==> src/rtl/speed_param_ctrl.sv <==
// Push-button controller for the clock-divider speed_param word: sync, debounce, saturating step.
// Optional auto-repeat while a faster/slower button is held: define SPEED_AUTO_REPEAT_EN.
module speed_param_ctrl #(
  parameter logic [31:0] STEP            = 32'd1000,
  parameter logic [31:0] MIN_PARAM       = 32'd0,
  parameter logic [31:0] MAX_PARAM       = 32'd1000000,
  parameter logic [31:0] DEFAULT_PARAM   = 32'd0,
  parameter int unsigned DEBOUNCE_CYCLES = 1000000,
  parameter int unsigned REPEAT_CYCLES   = 12500000
) (
  input  logic        inclk,
  input  logic        reset,
  input  logic        btn_faster,
  input  logic        btn_slower,
  input  logic        btn_default,
  output logic [31:0] speed_param,
  output logic        param_update,
  output logic        at_min,
  output logic        at_max,
  output logic        busy
);

  if (DEBOUNCE_CYCLES < 1 || REPEAT_CYCLES < 1 ||
      MIN_PARAM > DEFAULT_PARAM || DEFAULT_PARAM > MAX_PARAM) begin : g_bad_params
    $error("speed_param_ctrl: inconsistent parameters");
  end

  localparam int DB_W = (DEBOUNCE_CYCLES > 1) ? $clog2(DEBOUNCE_CYCLES) : 1;
  localparam logic [DB_W-1:0] DB_LAST = DB_W'(DEBOUNCE_CYCLES - 1);

  // Precomputed step bounds; SLOW_CAN_STEP guards MAX_PARAM - STEP against underflow.
  localparam logic [31:0] MIN_PLUS_STEP  = MIN_PARAM + STEP;
  localparam logic        SLOW_CAN_STEP  = (MAX_PARAM >= STEP);
  localparam logic [31:0] MAX_MINUS_STEP = SLOW_CAN_STEP ? (MAX_PARAM - STEP) : 32'd0;

  typedef enum logic [1:0] {IDLE, DEBOUNCE, APPLY, HOLD} state_t;
  typedef enum logic [1:0] {CMD_NONE, CMD_FASTER, CMD_SLOWER, CMD_DEFAULT} cmd_t;

  state_t state, state_n;
  cmd_t   cmd, cmd_n;

  // bit 2 = default, bit 1 = faster, bit 0 = slower
  logic [2:0] sync1, s_btn;
  logic       s_default, s_faster, s_slower;

  logic [DB_W-1:0] db_cnt;
  logic            db_clr, db_inc;
  logic            cmd_ld, apply, cmd_held;
  logic [31:0]     new_param;

  always_ff @(posedge inclk or posedge reset) begin
    if (reset) begin
      sync1 <= '0;
      s_btn <= '0;
    end else begin
      sync1 <= {btn_default, btn_faster, btn_slower};
      s_btn <= sync1;
    end
  end

  assign s_default = s_btn[2];
  assign s_faster  = s_btn[1];
  assign s_slower  = s_btn[0];

  always_comb begin
    cmd_held = 1'b0;
    case (cmd)
      CMD_FASTER:  cmd_held = s_faster;
      CMD_SLOWER:  cmd_held = s_slower;
      CMD_DEFAULT: cmd_held = s_default;
      default:     cmd_held = 1'b0;
    endcase
  end

  always_comb begin
    cmd_n = CMD_NONE;
    if (s_default)     cmd_n = CMD_DEFAULT;
    else if (s_faster) cmd_n = CMD_FASTER;
    else if (s_slower) cmd_n = CMD_SLOWER;
  end

  always_comb begin
    new_param = speed_param;
    case (cmd)
      CMD_FASTER:  new_param = (speed_param >= MIN_PLUS_STEP) ? speed_param - STEP : MIN_PARAM;
      CMD_SLOWER:  new_param = (SLOW_CAN_STEP && speed_param <= MAX_MINUS_STEP) ?
                               speed_param + STEP : MAX_PARAM;
      CMD_DEFAULT: new_param = DEFAULT_PARAM;
      default:     new_param = speed_param;
    endcase
  end

`ifdef SPEED_AUTO_REPEAT_EN
  localparam int RPT_W = (REPEAT_CYCLES > 1) ? $clog2(REPEAT_CYCLES) : 1;
  localparam logic [RPT_W-1:0] RPT_LAST = RPT_W'(REPEAT_CYCLES - 1);

  logic [RPT_W-1:0] rpt_cnt;
  logic             rpt_clr, rpt_inc;

  // Counts from the APPLY cycle so successive updates are exactly REPEAT_CYCLES apart.
  always_ff @(posedge inclk or posedge reset) begin
    if (reset)        rpt_cnt <= '0;
    else if (rpt_clr) rpt_cnt <= '0;
    else if (rpt_inc) rpt_cnt <= rpt_cnt + 1'b1;
  end
`endif

  always_ff @(posedge inclk or posedge reset) begin
    if (reset) state <= IDLE;
    else       state <= state_n;
  end

  always_comb begin
    state_n = state;
    cmd_ld  = 1'b0;
    db_clr  = 1'b0;
    db_inc  = 1'b0;
    apply   = 1'b0;
`ifdef SPEED_AUTO_REPEAT_EN
    rpt_clr = 1'b0;
    rpt_inc = 1'b0;
`endif
    case (state)
      IDLE: begin
        if (|s_btn) begin
          cmd_ld  = 1'b1;
          db_clr  = 1'b1;
          state_n = DEBOUNCE;
        end
      end
      DEBOUNCE: begin
        if (!cmd_held) state_n = IDLE;
        else if (db_cnt == DB_LAST) begin
          state_n = APPLY;
`ifdef SPEED_AUTO_REPEAT_EN
          rpt_clr = 1'b1;
`endif
        end else db_inc = 1'b1;
      end
      APPLY: begin
        apply   = 1'b1;
        state_n = HOLD;
`ifdef SPEED_AUTO_REPEAT_EN
        rpt_inc = 1'b1;
`endif
      end
      HOLD: begin
        if (!cmd_held) state_n = IDLE;
`ifdef SPEED_AUTO_REPEAT_EN
        else if (cmd != CMD_DEFAULT) begin
          if (rpt_cnt >= RPT_LAST) begin
            state_n = APPLY;
            rpt_clr = 1'b1;
          end else rpt_inc = 1'b1;
        end
`endif
      end
      default: state_n = IDLE;
    endcase
  end

  always_ff @(posedge inclk or posedge reset) begin
    if (reset)       db_cnt <= '0;
    else if (db_clr) db_cnt <= '0;
    else if (db_inc) db_cnt <= db_cnt + 1'b1;
  end

  always_ff @(posedge inclk or posedge reset) begin
    if (reset)       cmd <= CMD_NONE;
    else if (cmd_ld) cmd <= cmd_n;
  end

  // Saturated requests leave the value unchanged and so produce no pulse.
  always_ff @(posedge inclk or posedge reset) begin
    if (reset) begin
      speed_param  <= DEFAULT_PARAM;
      param_update <= 1'b0;
    end else begin
      param_update <= apply && (new_param != speed_param);
      if (apply) speed_param <= new_param;
    end
  end

  assign at_min = (speed_param == MIN_PARAM);
  assign at_max = (speed_param == MAX_PARAM);
  assign busy   = (state != IDLE);

endmodule

==> config.mk <==
export PLATFORM = sky130hd
export DESIGN_NAME = speed_param_ctrl
export DESIGN_NICKNAME = d
export VERILOG_FILES = /design/src/rtl/speed_param_ctrl.sv
export SDC_FILE = /design/constraint.sdc
export NUM_CORES = 1
export LEC_CHECK = 0
export BUFFER_PORTS_ARGS = -buffer_cell sky130_fd_sc_hd__buf_2
export CAP_MARGIN = 20
export CORE_ASPECT_RATIO = 1.25
export CORE_UTILIZATION = 60
export CTS_CLUSTER_DIAMETER = 100
export DETAILED_ROUTE_END_ITERATION = 16
export HOLD_SLACK_MARGIN = 0.05
export PLACE_DENSITY_LB_ADDON = 0.25
export SETUP_SLACK_MARGIN = 0.02
export SYNTH_ARGS = -nofsm -noshare
export SYNTH_HDL_FRONTEND = slang
export SYNTH_SLANG_ARGS = --single-unit
==> constraint.sdc <==
create_clock -name inclk -period 4.93 [get_ports inclk]
set_input_delay 0 -clock inclk [delete_from_list [all_inputs] [get_ports inclk]]
set_output_delay 0 -clock inclk [all_outputs]
set_load 0.02 [all_outputs]
==> results of run 1 <==
[synthesized netlist by cell type, types with 3 or more instances]
cell	instances	area (sq um)
nand2_1	72	270
nor2_1	71	267
dfrtp_1	63	1580
a21oi_1	41	205
o21ai_0	39	195
clkbuf_1	20	75.1
nor3_1	17	85.1
xor2_1	15	131
nand3_1	14	70.1
nor4_1	11	68.8
xnor2_1	11	96.3
or3_1	10	62.6
inv_1	9	33.8
and3_1	8	50.1
a31oi_1	7	43.8
nand4_1	7	43.8
a211oi_1	6	45.0
o31ai_1	6	45.0
a21boi_0	5	37.5
buf_2	5	25.0
mux2i_1	5	50.1
o22ai_1	5	31.3
or4_1	5	37.5
and2_1	4	25.0
ha_1	4	50.1
nor2b_1	4	25.0
or2_2	4	25.0
buf_6	3	33.8
nand2b_1	3	18.8
nand3b_1	3	22.5
o211ai_1	3	22.5
o21a_1	3	22.5
o41ai_1	3	26.3
[flip-flops by register name, summed over array words and instances (netlist names), named ones only]
register	flops
s_btn	3
cmd	2
param_update	1
db_cnt	20
sync1	3
state	1
speed_param	32
[power by group through the flow]
stage	sequential (mW)	clock [mW]	combinational, mW
floorplan	0.562	0	0.282
global placement	0.596	0	0.321
detailed placement	0.598	0	0.333
CTS	0.588	0.535	0.336
global route	0.591	0.553	0.368
finish	0.590	0.534	0.342
[metrics by stage]
| step | instances | instance area (sq um) | worst slack [ps] | total power [mW] | utilization |
|---|---|---|---|---|---|
| final | 648 | 4700 | 1230 | 1.47 | 0.702 |
| after global routing | 648 | 4700 | 1080 | 1.51 | 0.702 |
| after CTS | 648 | 4700 | 1330 | 1.46 | 0.702 |
| after detailed placement | 628 | 4430 | 1380 | 0.930 | 0.662 |
| after global placement | 627 | 4420 | 1530 | 0.917 | 0.661 |
| after floorplan | 527 | 4240 | 2090 | 0.843 | - |
[critical path, cell delays in order, from the launching register on]
cell,delay (ps)
dfrtp_1,480
inv_2,130
ha_1,150
or4b_1,430
nor4_1,420
nand4b_2,330
nand2_1,540
nor2_1,300
a21oi_2,80
a2111oi_4,360
nand4_1,120
a22o_1,240
[how the worst max path moves through the flow]
stage                    startpoint            to  cells after the start
detailed placement   speed_param[4]  param_update                     11
finish               speed_param[4]  param_update                     11
CTS                  speed_param[4]  param_update                     11
global placement     speed_param[4]  param_update                     11
global route         speed_param[4]  param_update                     11
floorplan           speed_param[14]  param_update                     10
[layout by cell type, fill, tap and decap left out, types with 4 or more instances in the layout]
master	instances
nand2_1	72
nor2_1	71
dfrtp_1	63
a21oi_1	41
buf_2	40
o21ai_0	39
nor3_1	17
xor2_1	15
nand3_1	14
nor4_1	11
xnor2_1	11
or3_1	10
clkbuf_8	10
inv_1	8
and3_1	8
nand4_1	7
a31oi_1	7
o31ai_1	6
a211oi_1	6
mux2i_1	5
or4_1	5
o22ai_1	5
a21boi_0	5
nor2b_1	4
or2_2	4
and2_1	4
ha_1	4
dlygate4sd3_1	4
buf_4	4
[repair_timing]
action,CTS,global route
setup buffers,0,0
resized for setup,0,0
hold buffers,4,0
endpoints found under the hold margin,66,0
[layout make-up]
| type | count | share of cell area |
|---|---|---|
| timing repair buffer | 48 | 0.0575 |
| inverter | 10 | 0.00799 |
| clock inverter | 6 | 0.0197 |
| clock buffer | 10 | 0.0293 |
| multi-input combinational | 424 | 0.527 |
| tap | 87 | 0.0232 |
| sequential | 63 | 0.336 |
[per-layer routing]
| layer | up-vias | share of wire | GRT usage |
|---|---|---|---|
| li1 | 1950 | - | - |
| met1 | 1979 | 0.38 | 0.413 |
| met2 | 250 | 0.49 | 0.618 |
| met3 | 67 | 0.073 | 0.0654 |
| met4 | 0 | 0.057 | 0.263 |
| met5 | - | 0 | 0 |
[logic make-up after synthesis]
| family | synth area share |
|---|---|
| simple gates | 0.288 |
| flops | 0.372 |
| fa+ha+maj | 0.0118 |
| buf+inv | 0.0440 |
| mux | 0.0118 |
| compound gates | 0.218 |
| xor+xnor | 0.0537 |
==> qor.yml, run 1 <==
grt_first_pass_wirelength_um: 20300
grt_max_degree: 64
final_hold_viol_count: 0
clockBufferDepth: 2
synth_async_sr_flop_share: 1.00
multi_input_comb_area_sq_mm: 0.00247
area_growth_pct: 10.9
grt_pass1_vias: 4015
min_path_cells: 2
synth_cells: 527
rsz0062_at_grt: "no"
tritoncts: "done"
start_util: 0.634
fill_cells: 557
critical_path.startpoint_type: "flip-flop"
rr_endpoint: "param_update"
min_path_type: "input pin to flip-flop"
finalNetCount: 565
worstSkewPairLatency_ps: 360
cts-buffers-inserted: 9
port_buffers: 40
ys_seq_area_frac: 0.372
dieArea_sq_mm: 0.00741
synth-seq-cells: 63
powerDensity_mw_per_mm2: 312
grt_usage: 0.363
holdCritStartpoint: "btn_faster"
synthFlopType: "dfrtp_1"
p_leak_nw: 2.13
power.internal_mw: 0.950
top_level_ports: 41
r2r_start: "speed_param[4]"
synthDistinctLibCells: 68
clk_pin_slew_ps: 90
finClkSkew_ps: 13.6
drive_gt1_frac: 0.143
core.rowCount: 33
via_per_inst: 6.55
switching_share: 0.352
drcViolationCount: 0
syn_area_per_cell_sq_um: 8.04
ant_nets: 0
antenna_found_initial: 0
worst_ir_drop_vdd_v: 0.000235
drt_wl_total_um: 13000
wl_per_cell_um: 20.1
grt.overflow.total: 0
slew_violations: 0
die_w_um: 77.2
tightest_slew_ps: 964
end_kind: "flip-flop"
syn-num-nets: 536
worstSetupPathType: "flip-flop to flip-flop"
tns_ps: 0
comb_power_share: 0.233
rr_worst_depth: 11
worstPathArrival_ps: 3940
die_h_um: 96.0
synth_edf_count: 0
path_max_fanout: 21
coreArea_sq_mm: 0.00669
rrSetupSlack_ps: 1230
seq_area_sq_mm: 0.00158
drtPass1Iterations: 5
max_freq_mhz: 270
cp.required_ps: 5170
fin_hold_ws_ps: 288
power_frac_seq: 0.402
maxCapViolCount: 0
syn-cell-area_sq_mm: 0.00424
pwr-share-clk: 0.364
finalCriticalPeriod_ps: 3700
drtIter0Drc: 306
via_count: 4246
status: "finished, final reports clean"
globalplace.congestion: 1.02
cts_root_buf: "clkbuf_8"
yosys_warnings: 0
setup_viol: 0
slew-limit-headroom: 0.355
min_to: "sync1[1]"
p_switching_mw: 0.516
diodes: 0
fin_crit_sh: 0.751
cts_max_level: 3
dp_hpwl_um: 9040
cts_num_sinks: 63
(Power assumes the default switching activity.)
==> run 2, diff against run 1 <==
clock period = 3.87 ns   (was 4.93 ns; I/O delays follow)
==> run 2 against run 1 <==
Effect of this change:
- non-clock buffer count grew 10
- global-route usage shrank 0.081 points
- total power grew 24%
- register-to-register slack lost 760 ps
- combinational power grew 43%
- sequential cell count is the same
- die area is the same
- clock power grew 14%
- critical path depth grew 1
- via count grew 1.9%
- clock skew grew 1.3 ps
- critical path type unchanged
- largest power group unchanged
==> qor.yml, run 2 (synthesis results as in run 1) <==
status: "finished, final reports clean"  # unchanged
crit_chain: "inv_2 -> ha_1 -> or4b_1 -> nor4_1 -> nand4b_2 -> nand2_1 -> buf_4 -> nor2_1 -> a21oi_2 -> a2111oi_4 -> nand4_1 -> a22o_1"  # was inv_2 -> ha_1 -> or4b_1 -> nor4_1 -> nand4b_2 -> nand2_1 -> nor2_1 -> a21oi_2 -> a2111oi_4 -> nand4_1 -> a22o_1
top_register: "speed_param"  # unchanged
diodes: 0  # unchanged
finalNetCount: 575  # was 565
final_cells: 658  # was 648
rrSetupSlack_ps: 470  # was 1230 ps
cts_root_buf: "clkbuf_8"  # unchanged
holdCritStartpoint: "btn_slower"  # was btn_faster
clk_pin_slew_ps: 80  # was 90 ps
antenna_found_initial: 0  # unchanged
grt.overflow.total: 0  # unchanged
dp_hpwl_um: 9230  # was 9040 um
worstSkewPairLatency_ps: 350  # was 360 ps
drt_wl_total_um: 12900  # was 13000 um
min_path_type: "input pin to flip-flop"  # unchanged
min_path_cells: 2  # unchanged
path_max_fanout: 9  # was 21
crit_buf_inv: 2  # was 1
largest_registers: "speed_param (32), db_cnt (20)"  # unchanged
grt_usage: 0.362  # was 0.363
rr_endpoint: "param_update"  # unchanged
clockBufferDepth: 2  # unchanged
coreArea_sq_mm: 0.00669  # unchanged
cts_resized: 0  # unchanged
cts_max_level: 3  # unchanged
globalplace.congestion: 1.02  # about the same
worstPathArrival_ps: 3640  # was 3940 ps
maxCapViolCount: 0  # unchanged
final_common_cell: "nand2_1"  # unchanged
grt_first_pass_wirelength_um: 20400  # was 20300 um
die_w_um: 77.2  # unchanged
via_count: 4328  # was 4246
ant_nets: 0  # unchanged
dieArea_sq_mm: 0.00741  # unchanged
worstSetupPathType: "flip-flop to flip-flop"  # unchanged
place_inst: 638  # was 628
grt_pass1_vias: 4148  # was 4015
cts-buffers-inserted: 9  # unchanged
finClkSkew_ps: 14.9  # was 13.6 ps
grt_max_degree: 64  # unchanged
port_buffers: 40  # unchanged
rr_worst_depth: 12  # was 11
setup_viol: 0  # unchanged
slew-limit-headroom: 0.398  # was 0.355
wl_per_cell_um: 19.6  # was 20.1 um
area_growth_pct: 12.0  # was 10.9%
start_util: 0.634  # unchanged
final_hold_viol_count: 0  # unchanged
cts_num_sinks: 63  # unchanged
worst_ir_drop_vdd_v: 0.000338  # was 0.000235 V
die_h_um: 96.0  # unchanged
powerDensity_mw_per_mm2: 383  # was 312 mW/mm^2
crit_slowest_cell: "nor4_1"  # was nand2_1
tns_ps: 0  # unchanged
drcViolationCount: 0  # unchanged
core.rowCount: 33  # unchanged
min_to: "sync1[0]"  # was sync1[1]
slew_violations: 0  # unchanged
via_per_inst: 6.58  # was 6.55
p_leak_nw: 2.17  # was 2.13 nW
pre_cts_slack_ps: 596  # was 1380 ps
setup_slack_ps: 472  # was 1230 ps
cp.required_ps: 4110  # was 5170 ps
drtIter0Drc: 381  # was 306
critical_path.startpoint_type: "flip-flop"  # unchanged
fin_crit_sh: 0.878  # was 0.751
largest_reg_flops: 32  # unchanged
end_kind: "flip-flop"  # unchanged
drtPass1Iterations: 6  # was 5
top_level_ports: 41  # unchanged
drive_gt1_frac: 0.158  # was 0.143
rsz0062_at_grt: "no"  # unchanged
crit_family: "simple AND/OR/NAND/NOR gates"  # unchanged
r2r_start: "speed_param[4]"  # unchanged
power_mw: 1.82  # was 1.47 mW
tightest_slew_ps: 901  # was 964 ps
final_cell_mix: "nand2_1 (72), nor2_1 (71), dfrtp_1 (63)"  # unchanged
max_stage_delay_ps: 500  # was 540 ps
tritoncts: "done"  # unchanged
max_freq_mhz: 294  # was 270 MHz
finalCriticalPeriod_ps: 3400  # was 3700 ps
[run 2: layout make-up]
type,instances,area [sq um]
Multi-Input combinational cell,424,2470
Fill cell,572,1940
Sequential cell,63,1580
Timing Repair Buffer,58,345
Clock buffer,9,124
Tap cell,87,109
Clock inverter,7,80.1
Inverter,10,37.5
[run 2: worst register-to-register path, stage by stage, from the launching register on]
cell	delay (ps)
dfrtp_1	470
inv_2	140
ha_1	150
or4b_1	440
nor4_1	500
nand4b_2	370
nand2_1	120
buf_4	190
nor2_1	130
a21oi_2	70
a2111oi_4	360
nand4_1	120
a22o_1	250
[run 2: repair_timing]
| item | 4_1_cts | 5_1_grt |
|---|---|---|
| hold buffers | 4 | 0 |
| endpoints found under the setup margin | 0 | 0 |
| setup buffers | 0 | 0 |
| hold endpoints to repair | 66 | 0 |
[run 2: per-layer routing]
layer	part of all wire	routed length [um]	up-vias	global-route usage
met3	0.062	803	74	0.0682
met2	0.49	6280	239	0.619
met5	0	0	-	0
met1	0.38	4870	2040	0.397
met4	0.075	967	0	0.291
li1	-	-	1975	-
[run 2: per-stage QoR]
stage	hold slack [ps]	instance area [sq um]	utilization
final	306	4750	0.710
after detailed placement	110	4500	0.673
after floorplan	31.4	4240	-
after global routing	315	4750	0.710
after CTS	291	4750	0.710
after global placement	109	4500	0.672
[run 2: report_power, final]
part	switching [mW]	internal, mW
Clock	0.302	0.304
Sequential	0.0407	0.684
Combinational	0.329	0.160
Total	0.672	1.15
[run 2: worst max-delay path by stage]
| stage | slack [ps] | to | cells after the start | from |
|---|---|---|---|---|
| final | 470 | param_update | 12 | speed_param[4] |
| after CTS | 540 | param_update | 12 | speed_param[4] |
| after floorplan | 1030 | param_update | 10 | speed_param[14] |
| after global routing | 280 | param_update | 12 | speed_param[4] |
| after global placement | 700 | param_update | 12 | speed_param[4] |
| after detailed placement | 600 | param_update | 12 | speed_param[4] |
